## src/rtl/layer_ram_sequencer_if.sv

```systemverilog
// Bus bundle between the network controller / RAMs and the per-layer sequencer.
// The slave modport is the sequencer side. The master modport is the controller and RAM side.
interface layer_ram_sequencer_if #(
  parameter int DATA_W   = 16,
  parameter int IN_LOG2  = 3,
  parameter int OUT_LOG2 = 3
);
  logic                           start;
  logic [1:0]                     layer;
  logic                           layer_sel;
  logic                           busy;
  logic                           done;
  logic                           w_rd_en;
  logic [2+OUT_LOG2+IN_LOG2-1:0]  w_addr;
  logic [DATA_W-1:0]              w_data;
  logic                           x_rd_en;
  logic                           x_bank;
  logic [IN_LOG2-1:0]             x_addr;
  logic [DATA_W-1:0]              x_data;
  logic                           y_wr_en;
  logic                           y_bank;
  logic [OUT_LOG2-1:0]            y_addr;
  logic [DATA_W-1:0]              y_data;

  modport slave (
    input  start, layer, layer_sel, w_data, x_data,
    output busy, done, w_rd_en, w_addr, x_rd_en, x_bank, x_addr,
           y_wr_en, y_bank, y_addr, y_data
  );

  modport master (
    output start, layer, layer_sel, w_data, x_data,
    input  busy, done, w_rd_en, w_addr, x_rd_en, x_bank, x_addr,
           y_wr_en, y_bank, y_addr, y_data
  );
endinterface

```

## src/rtl/layer_ram_sequencer.sv

```systemverilog
// One full-layer pass per start pulse: streams weights and activations, does a signed MAC,
// and writes saturated results into the opposite ping-pong activation bank.
module layer_ram_sequencer #(
  parameter int DATA_W   = 16,
  parameter int FRAC     = 8,
  parameter int ACC_W    = 40,
  parameter int IN_LOG2  = 3,
  parameter int OUT_LOG2 = 3
) (
  input  logic                 clk,
  input  logic                 reset,
  layer_ram_sequencer_if.slave bus
);

  typedef enum logic [2:0] {S_IDLE, S_READ, S_DRAIN, S_WRITE, S_DONE} state_e;

  localparam logic [IN_LOG2-1:0]  INPUT_LAST  = '1;
  localparam logic [OUT_LOG2-1:0] NEURON_LAST = '1;

  state_e                   state_q, state_d;
  logic [OUT_LOG2-1:0]      neuron_q, neuron_d;
  logic [IN_LOG2-1:0]       input_q, input_d;
  logic [1:0]               layer_q, layer_d;
  logic                     sel_q, sel_d;
  logic                     valid_q, valid_d;
  logic signed [ACC_W-1:0]  acc_q, acc_d;

  logic signed [2*DATA_W-1:0] prod;
  logic signed [ACC_W-1:0]    prod_ext;
  logic signed [ACC_W-1:0]    shifted;
  logic                       fits;
  logic [DATA_W-1:0]          sat_y;

  assign prod     = $signed(bus.w_data) * $signed(bus.x_data);
  assign prod_ext = {{(ACC_W-2*DATA_W){prod[2*DATA_W-1]}}, prod};
  assign shifted  = acc_q >>> FRAC;
  // The result fits when every bit above the result's sign bit copies that sign bit.
  assign fits     = (&shifted[ACC_W-1:DATA_W-1]) | ~(|shifted[ACC_W-1:DATA_W-1]);
  assign sat_y    = fits ? shifted[DATA_W-1:0]
                  : (shifted[ACC_W-1] ? {1'b1, {(DATA_W-1){1'b0}}}
                                      : {1'b0, {(DATA_W-1){1'b1}}});

  always_comb begin
    // NOTE: every variable driven here gets a default first, so no path can infer a latch.
    state_d      = state_q;
    neuron_d     = neuron_q;
    input_d      = input_q;
    layer_d      = layer_q;
    sel_d        = sel_q;
    valid_d      = 1'b0;
    acc_d        = valid_q ? acc_q + prod_ext : acc_q;
    bus.busy     = 1'b0;
    bus.done     = 1'b0;
    bus.w_rd_en  = 1'b0;
    bus.w_addr   = '0;
    bus.x_rd_en  = 1'b0;
    bus.x_addr   = '0;
    bus.x_bank   = 1'b0;
    bus.y_wr_en  = 1'b0;
    bus.y_bank   = 1'b0;
    bus.y_addr   = '0;
    bus.y_data   = '0;

    if (state_q inside {S_READ, S_DRAIN, S_WRITE}) begin
      bus.busy   = 1'b1;
      bus.x_bank = sel_q;
      bus.y_bank = ~sel_q;
    end

    unique case (state_q)
      S_IDLE: begin
        if (bus.start) begin
          layer_d  = bus.layer;
          sel_d    = bus.layer_sel;
          neuron_d = '0;
          input_d  = '0;
          state_d  = S_READ;
        end
      end
      S_READ: begin
        bus.w_rd_en = 1'b1;
        bus.x_rd_en = 1'b1;
        bus.w_addr  = {layer_q, neuron_q, input_q};
        bus.x_addr  = input_q;
        valid_d     = 1'b1;
        input_d     = input_q + 1'b1;
        if (input_q == INPUT_LAST) state_d = S_DRAIN;
      end
      S_DRAIN: state_d = S_WRITE;
      S_WRITE: begin
        bus.y_wr_en = 1'b1;
        bus.y_addr  = neuron_q;
        bus.y_data  = sat_y;
        acc_d       = '0;
        if (neuron_q == NEURON_LAST) begin
          state_d = S_DONE;
        end else begin
          neuron_d = neuron_q + 1'b1;
          input_d  = '0;
          state_d  = S_READ;
        end
      end
      S_DONE: begin
        bus.done = 1'b1;
        state_d  = S_IDLE;
      end
      default: state_d = S_IDLE;
    endcase
  end

  // NOTE: sequential state uses non-blocking assignments so every flop samples pre-edge values.
  always_ff @(posedge clk) begin
    if (reset) begin
      state_q  <= S_IDLE;
      neuron_q <= '0;
      input_q  <= '0;
      layer_q  <= '0;
      sel_q    <= 1'b0;
      valid_q  <= 1'b0;
      acc_q    <= '0;
    end else begin
      state_q  <= state_d;
      neuron_q <= neuron_d;
      input_q  <= input_d;
      layer_q  <= layer_d;
      sel_q    <= sel_d;
      valid_q  <= valid_d;
      acc_q    <= acc_d;
    end
  end

endmodule

```

## src/flat_wrapper.sv

```systemverilog
// flat-port wrapper written by rule: the top's interface ports become plain ports
module layer_ram_sequencer_flat 
#(
  parameter int DATA_W   = 16,
  parameter int FRAC     = 8,
  parameter int ACC_W    = 40,
  parameter int IN_LOG2  = 3,
  parameter int OUT_LOG2 = 3
)
  (clk, reset, bus_start, bus_layer, bus_layer_sel, bus_w_data, bus_x_data, bus_busy, bus_done, bus_w_rd_en, bus_w_addr, bus_x_rd_en, bus_x_bank, bus_x_addr, bus_y_wr_en, bus_y_bank, bus_y_addr, bus_y_data);
  layer_ram_sequencer_if #(.DATA_W(DATA_W), .IN_LOG2(IN_LOG2), .OUT_LOG2(OUT_LOG2)) bus_i ();
  input  logic clk;
  input  logic reset;
  input wire logic [$bits(bus_i.start)-1:0] bus_start;
  input wire logic [$bits(bus_i.layer)-1:0] bus_layer;
  input wire logic [$bits(bus_i.layer_sel)-1:0] bus_layer_sel;
  input wire logic [$bits(bus_i.w_data)-1:0] bus_w_data;
  input wire logic [$bits(bus_i.x_data)-1:0] bus_x_data;
  output wire logic [$bits(bus_i.busy)-1:0] bus_busy;
  output wire logic [$bits(bus_i.done)-1:0] bus_done;
  output wire logic [$bits(bus_i.w_rd_en)-1:0] bus_w_rd_en;
  output wire logic [$bits(bus_i.w_addr)-1:0] bus_w_addr;
  output wire logic [$bits(bus_i.x_rd_en)-1:0] bus_x_rd_en;
  output wire logic [$bits(bus_i.x_bank)-1:0] bus_x_bank;
  output wire logic [$bits(bus_i.x_addr)-1:0] bus_x_addr;
  output wire logic [$bits(bus_i.y_wr_en)-1:0] bus_y_wr_en;
  output wire logic [$bits(bus_i.y_bank)-1:0] bus_y_bank;
  output wire logic [$bits(bus_i.y_addr)-1:0] bus_y_addr;
  output wire logic [$bits(bus_i.y_data)-1:0] bus_y_data;
  assign bus_i.start = bus_start;
  assign bus_i.layer = bus_layer;
  assign bus_i.layer_sel = bus_layer_sel;
  assign bus_i.w_data = bus_w_data;
  assign bus_i.x_data = bus_x_data;
  assign bus_busy = bus_i.busy;
  assign bus_done = bus_i.done;
  assign bus_w_rd_en = bus_i.w_rd_en;
  assign bus_w_addr = bus_i.w_addr;
  assign bus_x_rd_en = bus_i.x_rd_en;
  assign bus_x_bank = bus_i.x_bank;
  assign bus_x_addr = bus_i.x_addr;
  assign bus_y_wr_en = bus_i.y_wr_en;
  assign bus_y_bank = bus_i.y_bank;
  assign bus_y_addr = bus_i.y_addr;
  assign bus_y_data = bus_i.y_data;
  layer_ram_sequencer #(.DATA_W(DATA_W), .FRAC(FRAC), .ACC_W(ACC_W), .IN_LOG2(IN_LOG2), .OUT_LOG2(OUT_LOG2)) u_core (.clk(clk), .reset(reset), .bus(bus_i));
endmodule
```

## config.mk

```make
export PLATFORM = sky130hd
export DESIGN_NAME = layer_ram_sequencer_flat
export DESIGN_NICKNAME = d
export VERILOG_FILES = /design/src/rtl/layer_ram_sequencer_if.sv /design/src/rtl/layer_ram_sequencer.sv /design/src/flat_wrapper.sv
export SDC_FILE = /design/constraint.sdc
export NUM_CORES = 1
export LEC_CHECK = 0
export CAP_MARGIN = 20
export CORE_UTILIZATION = 64
export DETAILED_ROUTE_END_ITERATION = 8
export GPL_ROUTABILITY_DRIVEN = 0
export PLACE_DENSITY = 0.84
export SETUP_SLACK_MARGIN = 0.05
export SKIP_CTS_REPAIR_TIMING = 1
export SLEW_MARGIN = 20
export SYNTH_ARGS = -nofsm -noshare
export SYNTH_HDL_FRONTEND = slang
export SYNTH_SLANG_ARGS = --single-unit
```

## constraint.sdc

```tcl
create_clock -name clk -period 10.4 [get_ports clk]
set_clock_uncertainty 0.1 [all_clocks]
set_input_delay 2.08 -clock clk [delete_from_list [all_inputs] [get_ports clk]]
set_output_delay 2.08 -clock clk [all_outputs]
set_load 0.01 [all_outputs]
```

* Word level (Yosys, flattened, before mapping)
Cells that the tools add are included.
** Word-level totals
- Register bits :: 53
- Bits of input ports :: 38
- Output and inout bits :: 37
- Word-level logic and storage cells :: 55
** Operators by class
- Add/subtract/negate cells :: 3
- $mul :: 1
- Equal/unequal tests :: 9
- Muxes and demuxes :: 21
- Bitwise operators :: 3
- Reductions and logical operators :: 11
** Operators by type and width (number)
- two-way mux 16 bit :: 3
- adder 40 x 32 -> 40 bit :: 1
- multiplier 16 x 16 -> 32 bit :: 1
- two-way mux 3 bit :: 8
- AND reduction 17 bit :: 1
- OR reduction 17 bit :: 1
- case mux 3 bit (4 select lines) :: 1
- == test 3 bit (second input constant) :: 3
- case mux 3 bit (3 select lines) :: 1
- two-way mux 8 bit :: 1
- adder 3 x 1 -> 3 bit (second input constant) :: 2
- == test 3 x 2 -> 1 bit (second input constant) :: 2
- two-way mux 1 bit :: 6
- != test 2 bit (second input constant) :: 3
- case mux 3 bit (2 select lines) :: 1
- AND reduction 3 bit :: 2
- nonzero test 3 bit :: 2
- AND reduction 2 bit :: 2
- == test 3 x 1 -> 1 bit (second input constant) :: 1
- logical NOT 3 bit :: 1
- NOT 1 bit :: 2
- nonzero test 2 bit :: 1
- OR reduction 2 bit :: 1
- OR 1 bit :: 1

* Depth between registers and ports, before layout
Gate-level depths: netlist of run 1.
- Depth after elaboration :: 5
- Depth in mapped cells :: 24
- Mapped depth without buffers :: 23

* Least setup slack after synthesis of run 1
No wires, ideal clock.
- Kind :: input to register
- From :: input port bus_w_data[15]
- To :: register u_core.acc_q[38]
- Setup time :: 0.122 ns
- Data arrival time :: 7.811 ns
- Data required time :: 10.178 ns
- Setup slack :: 2.366 ns
- Cell stages on the path :: 23
- Buffers on the path :: 1
- Cell sequence :: clkbuf_1 nand2_1 inv_1 fa_1 fa_1 inv_1 fa_1 inv_1 fa_1 fa_1 inv_1 fa_1 inv_1 ha_1 and3_2 and3_1 a32oi_1 o21ai_2 o221ai_2 o21ai_1 a31oi_1 xor2_1 o21ai_0
** Between the ends
- Word-level cells in the longest chain between the ends :: 2
** RTL lines
- from (decl) :: line flat_wrapper.sv:17 : input wire logic [$bits(bus_i.w_data)-1:0] bus_w_data;
- multiplier 16 x 16 -> 32 bit :: line layer_ram_sequencer.sv:34 : assign prod = $signed(bus.w_data) * $signed(bus.x_data);
- adder 40 x 32 -> 40 bit :: line layer_ram_sequencer.sv:51 : acc_d = valid_q ? acc_q + prod_ext : acc_q;
- to (signal assigned) :: line layer_ram_sequencer.sv:120 : acc_q <= '0;
- to (signal assigned) :: line layer_ram_sequencer.sv:128 : acc_q <= acc_d;
- to (decl) :: line layer_ram_sequencer.sv:26 : logic signed [ACC_W-1:0] acc_q, acc_d;
No other way between the ends.
A chain may end at the register's enable or synchronous reset.

* Worst setup path in the final report of run 1
- From :: input port bus_x_data[1]
- To :: register u_core.acc_q[38]
** Between the ends
- Word-level cells in the longest chain between the ends :: 2
** RTL lines
- from (decl) :: line flat_wrapper.sv:18 : input wire logic [$bits(bus_i.x_data)-1:0] bus_x_data;
- multiplier 16 x 16 -> 32 bit :: line layer_ram_sequencer.sv:34
- adder 40 x 32 -> 40 bit :: line layer_ram_sequencer.sv:51
No other way between the ends.

==> impl_metrics.json, run 1 <==
{
  "required_ps": 10470,
  "final.fill_count": 1689,
  "status": "finished clean",
  "num_rows": 55,
  "start_kind": "input pin",
  "drc": 0,
  "die_area_sq_mm": 0.0236,
  "track_usage_pct": 29.9,
  "synth_edf_count": 0,
  "synthCells": 1625,
  "post_drt_wl_per_cell_um": 16.7,
  "layout_commonest_cell": "inv_1",
  "post_drt_via_cell_ratio": 5.62,
  "grt_use_met1_pct": 39.3,
  "dpl_cell_area_sq_mm": 0.0156,
  "yosys_warnings": 0,
  "synth.distinct_cells": 63,
  "maxCapViolations": 0,
  "gr-total-overflow": 0,
  "stdcell_area_sq_mm": 0.0158,
  "cts_sinks": 53,
  "worst_slew_margin_rel_pct": 34.0,
  "layout_min_cycle_time_ps": 9030,
  "portBuffers": 74,
  "worstMarginPinSlew_ps": 982,
  "use_met2_pct": 53.4,
  "netlist_area_sq_mm": 0.0147,
  "area_growth_pct": 6.99,
  "ff2ff_path_depth": 19,
  "met3_usage_pct": 2.62,
  "htreeDepth": 2,
  "fmax_mhz": 111,
  "start_util_pct": 65.1,
  "pin_count": 75,
  "setup_viol": 0,
  "cp.arrival_ps": 9100,
  "cts_tree": "yes",
  "period_share_pct": 86.8,
  "first_iter_violations": 613,
  "reg2reg_slack_ps": 4920,
  "crit_fanout": 16,
  "ant_nets": 0,
  "clockBufferDepth": 2,
  "clk_pin_slew_ps": 70,
  "numCtsBuffers": 5,
  "antennaDiodeCount": 0,
  "busiest_layer": "met2",
  "clk_latency_ps": 300,
  "firstDrtPassIters": 5,
  "tns_ps": 0,
  "core_sq_mm": 0.0226,
  "antenna_found_initial": 0,
  "synth_fp_nets": 2112,
  "finalHoldViolCount": 0,
  "fp.dieW_um": 154,
  "drt_wl_total_um": 32300,
  "end_kind": "flop",
  "num_vias": 10900,
  "drive_above_1_share_pct": 2.24,
  "mostFrequentLayoutCells": "392 x inv_1, 330 x fa_1, 156 x nand2_1",
  "grt_pass1_wl_um": 56900,
  "grt_pass1_vias": 11800,
  "syn_avg_cell_area_sq_um": 9.07,
  "post-dp-hpwl_um": 28100,
  "hp-class": "reg2reg",
  "criticalPathCategory": "in2reg",
  "synthFlopType": "dfxtp_1",
  "synth-seq-cells": 53,
  "slew_violations": 0,
  "ys_seq_area_share_pct": 7.20,
  "die_h_um": 154,
  "synthArstFlopShare_pct": 0,
  "grt_setup_unrepaired": "false",
  "root_buffer": "clkbuf_16",
  "fin_nets": 2138,
  "grt_max_degree": 49,
  "hold-path-cell-count": 2
}
==> critical path, stage by stage <==
cell	delay [ps]
clkdlybuf4s50_1	830
nand2_1	250
inv_1	150
fa_1	550
fa_1	810
fa_1	510
inv_1	250
fa_1	520
inv_1	60
fa_1	530
inv_1	60
fa_1	480
inv_1	40
ha_1	350
and4_1	250
and3_1	180
a21oi_1	230
nand3_1	150
o221ai_2	210
o21ai_1	150
a31oi_1	210
xor2_1	150
o21ai_0	90
==> Yosys cell counts, types with 9 or more instances <==
cell	instances	area [sq um]
inv_1	392	1470
fa_1	330	6610
nand2_1	156	586
and2_1	127	795
ha_1	119	1490
nor2_1	71	267
a21oi_1	57	285
dfxtp_1	53	1060
clkbuf_1	45	169
o21ai_0	35	175
mux2i_1	30	300
xnor2_1	26	228
nand3_1	17	85.1
nor3_1	16	80.1
a21o_1	11	82.6
xor2_1	11	96.3
nand2b_1	10	62.6
o21a_1	9	67.6
==> layer usage <==
layer  up-vias  wire [um]
met4         0        789
li1       4951          -
met5         -          0
met1      5549      13200
met2       310      16800
met3        76       1440
==> metrics by stage <==
step / instances / util, % / hold slack [ps] / setup WS, ps
finish: 1937 / 69.6 / 393 / 1370
global route: 1937 / 69.6 / 425 / 945
CTS: 1937 / 69.6 / 393 / 1390
detailed placement: 1929 / 68.9 / 377 / 1070
global placement: 1929 / 68.9 / 363 / 1330
floorplan: 1625 / - / 349 / 2370
==> cell families after synthesis <==
| family | share of synthesized area, % |
|---|---|
| buffers and inverters | 11.8 |
| adder cells (fa/ha/maj) | 54.9 |
| AND/OR/NAND/NOR | 14.9 |
| AO/OA/AOI/OAI | 6.93 |
| flip-flops | 7.20 |
| XOR/XNOR | 2.20 |
| multiplexers | 2.04 |
==> cell type report <==
class                      count  area [sq um]  area share, %
clock buffer                   5           125          0.794
sequential                    53          1060           6.74
timing repair buffer          79           778           4.94
multi-input combinational   1120         11900           75.8
tap                          285           357           2.26
inverter                     392          1470           9.33
clock inverter                 3          25.0          0.159
==> worst paths after layout <==
kind                          start                end
setup reg to reg   u_core.acc_q[15]   u_core.acc_q[26]
hold reg to reg   u_core.input_q[0]  u_core.input_q[0]
setup / recovery      bus_x_data[1]   u_core.acc_q[38]
hold / removal    u_core.input_q[0]  u_core.input_q[0]
==> sequential cells by signal, indices dropped and copies added, names as in the netlist <==
name             flops
u_core.neuron_q      3
u_core.acc_q        40
u_core.sel_q         1
u_core.valid_q       1
u_core.input_q       3
u_core.layer_q       2
u_core.state_q       3
Power of run 1 is left out: the tool's default activity adds up to more than one toggle a clock period on the data nets, which glitch-free logic cannot reach.
==> run 2, diff against run 1 <==
--- a/config.mk
+++ b/config.mk
@@ -7,6 +7,7 @@
 export LEC_CHECK = 0
 export CAP_MARGIN = 20
 export CORE_UTILIZATION = 64
+export CTS_CLUSTER_SIZE = 8
 export DETAILED_ROUTE_END_ITERATION = 8
 export GPL_ROUTABILITY_DRIVEN = 0
 export PLACE_DENSITY = 0.84
==> results of run 2 <==
Same layout as run 1: the final DEF is identical, and so are final timing and power.
Power of run 2 is left out for the same reason.
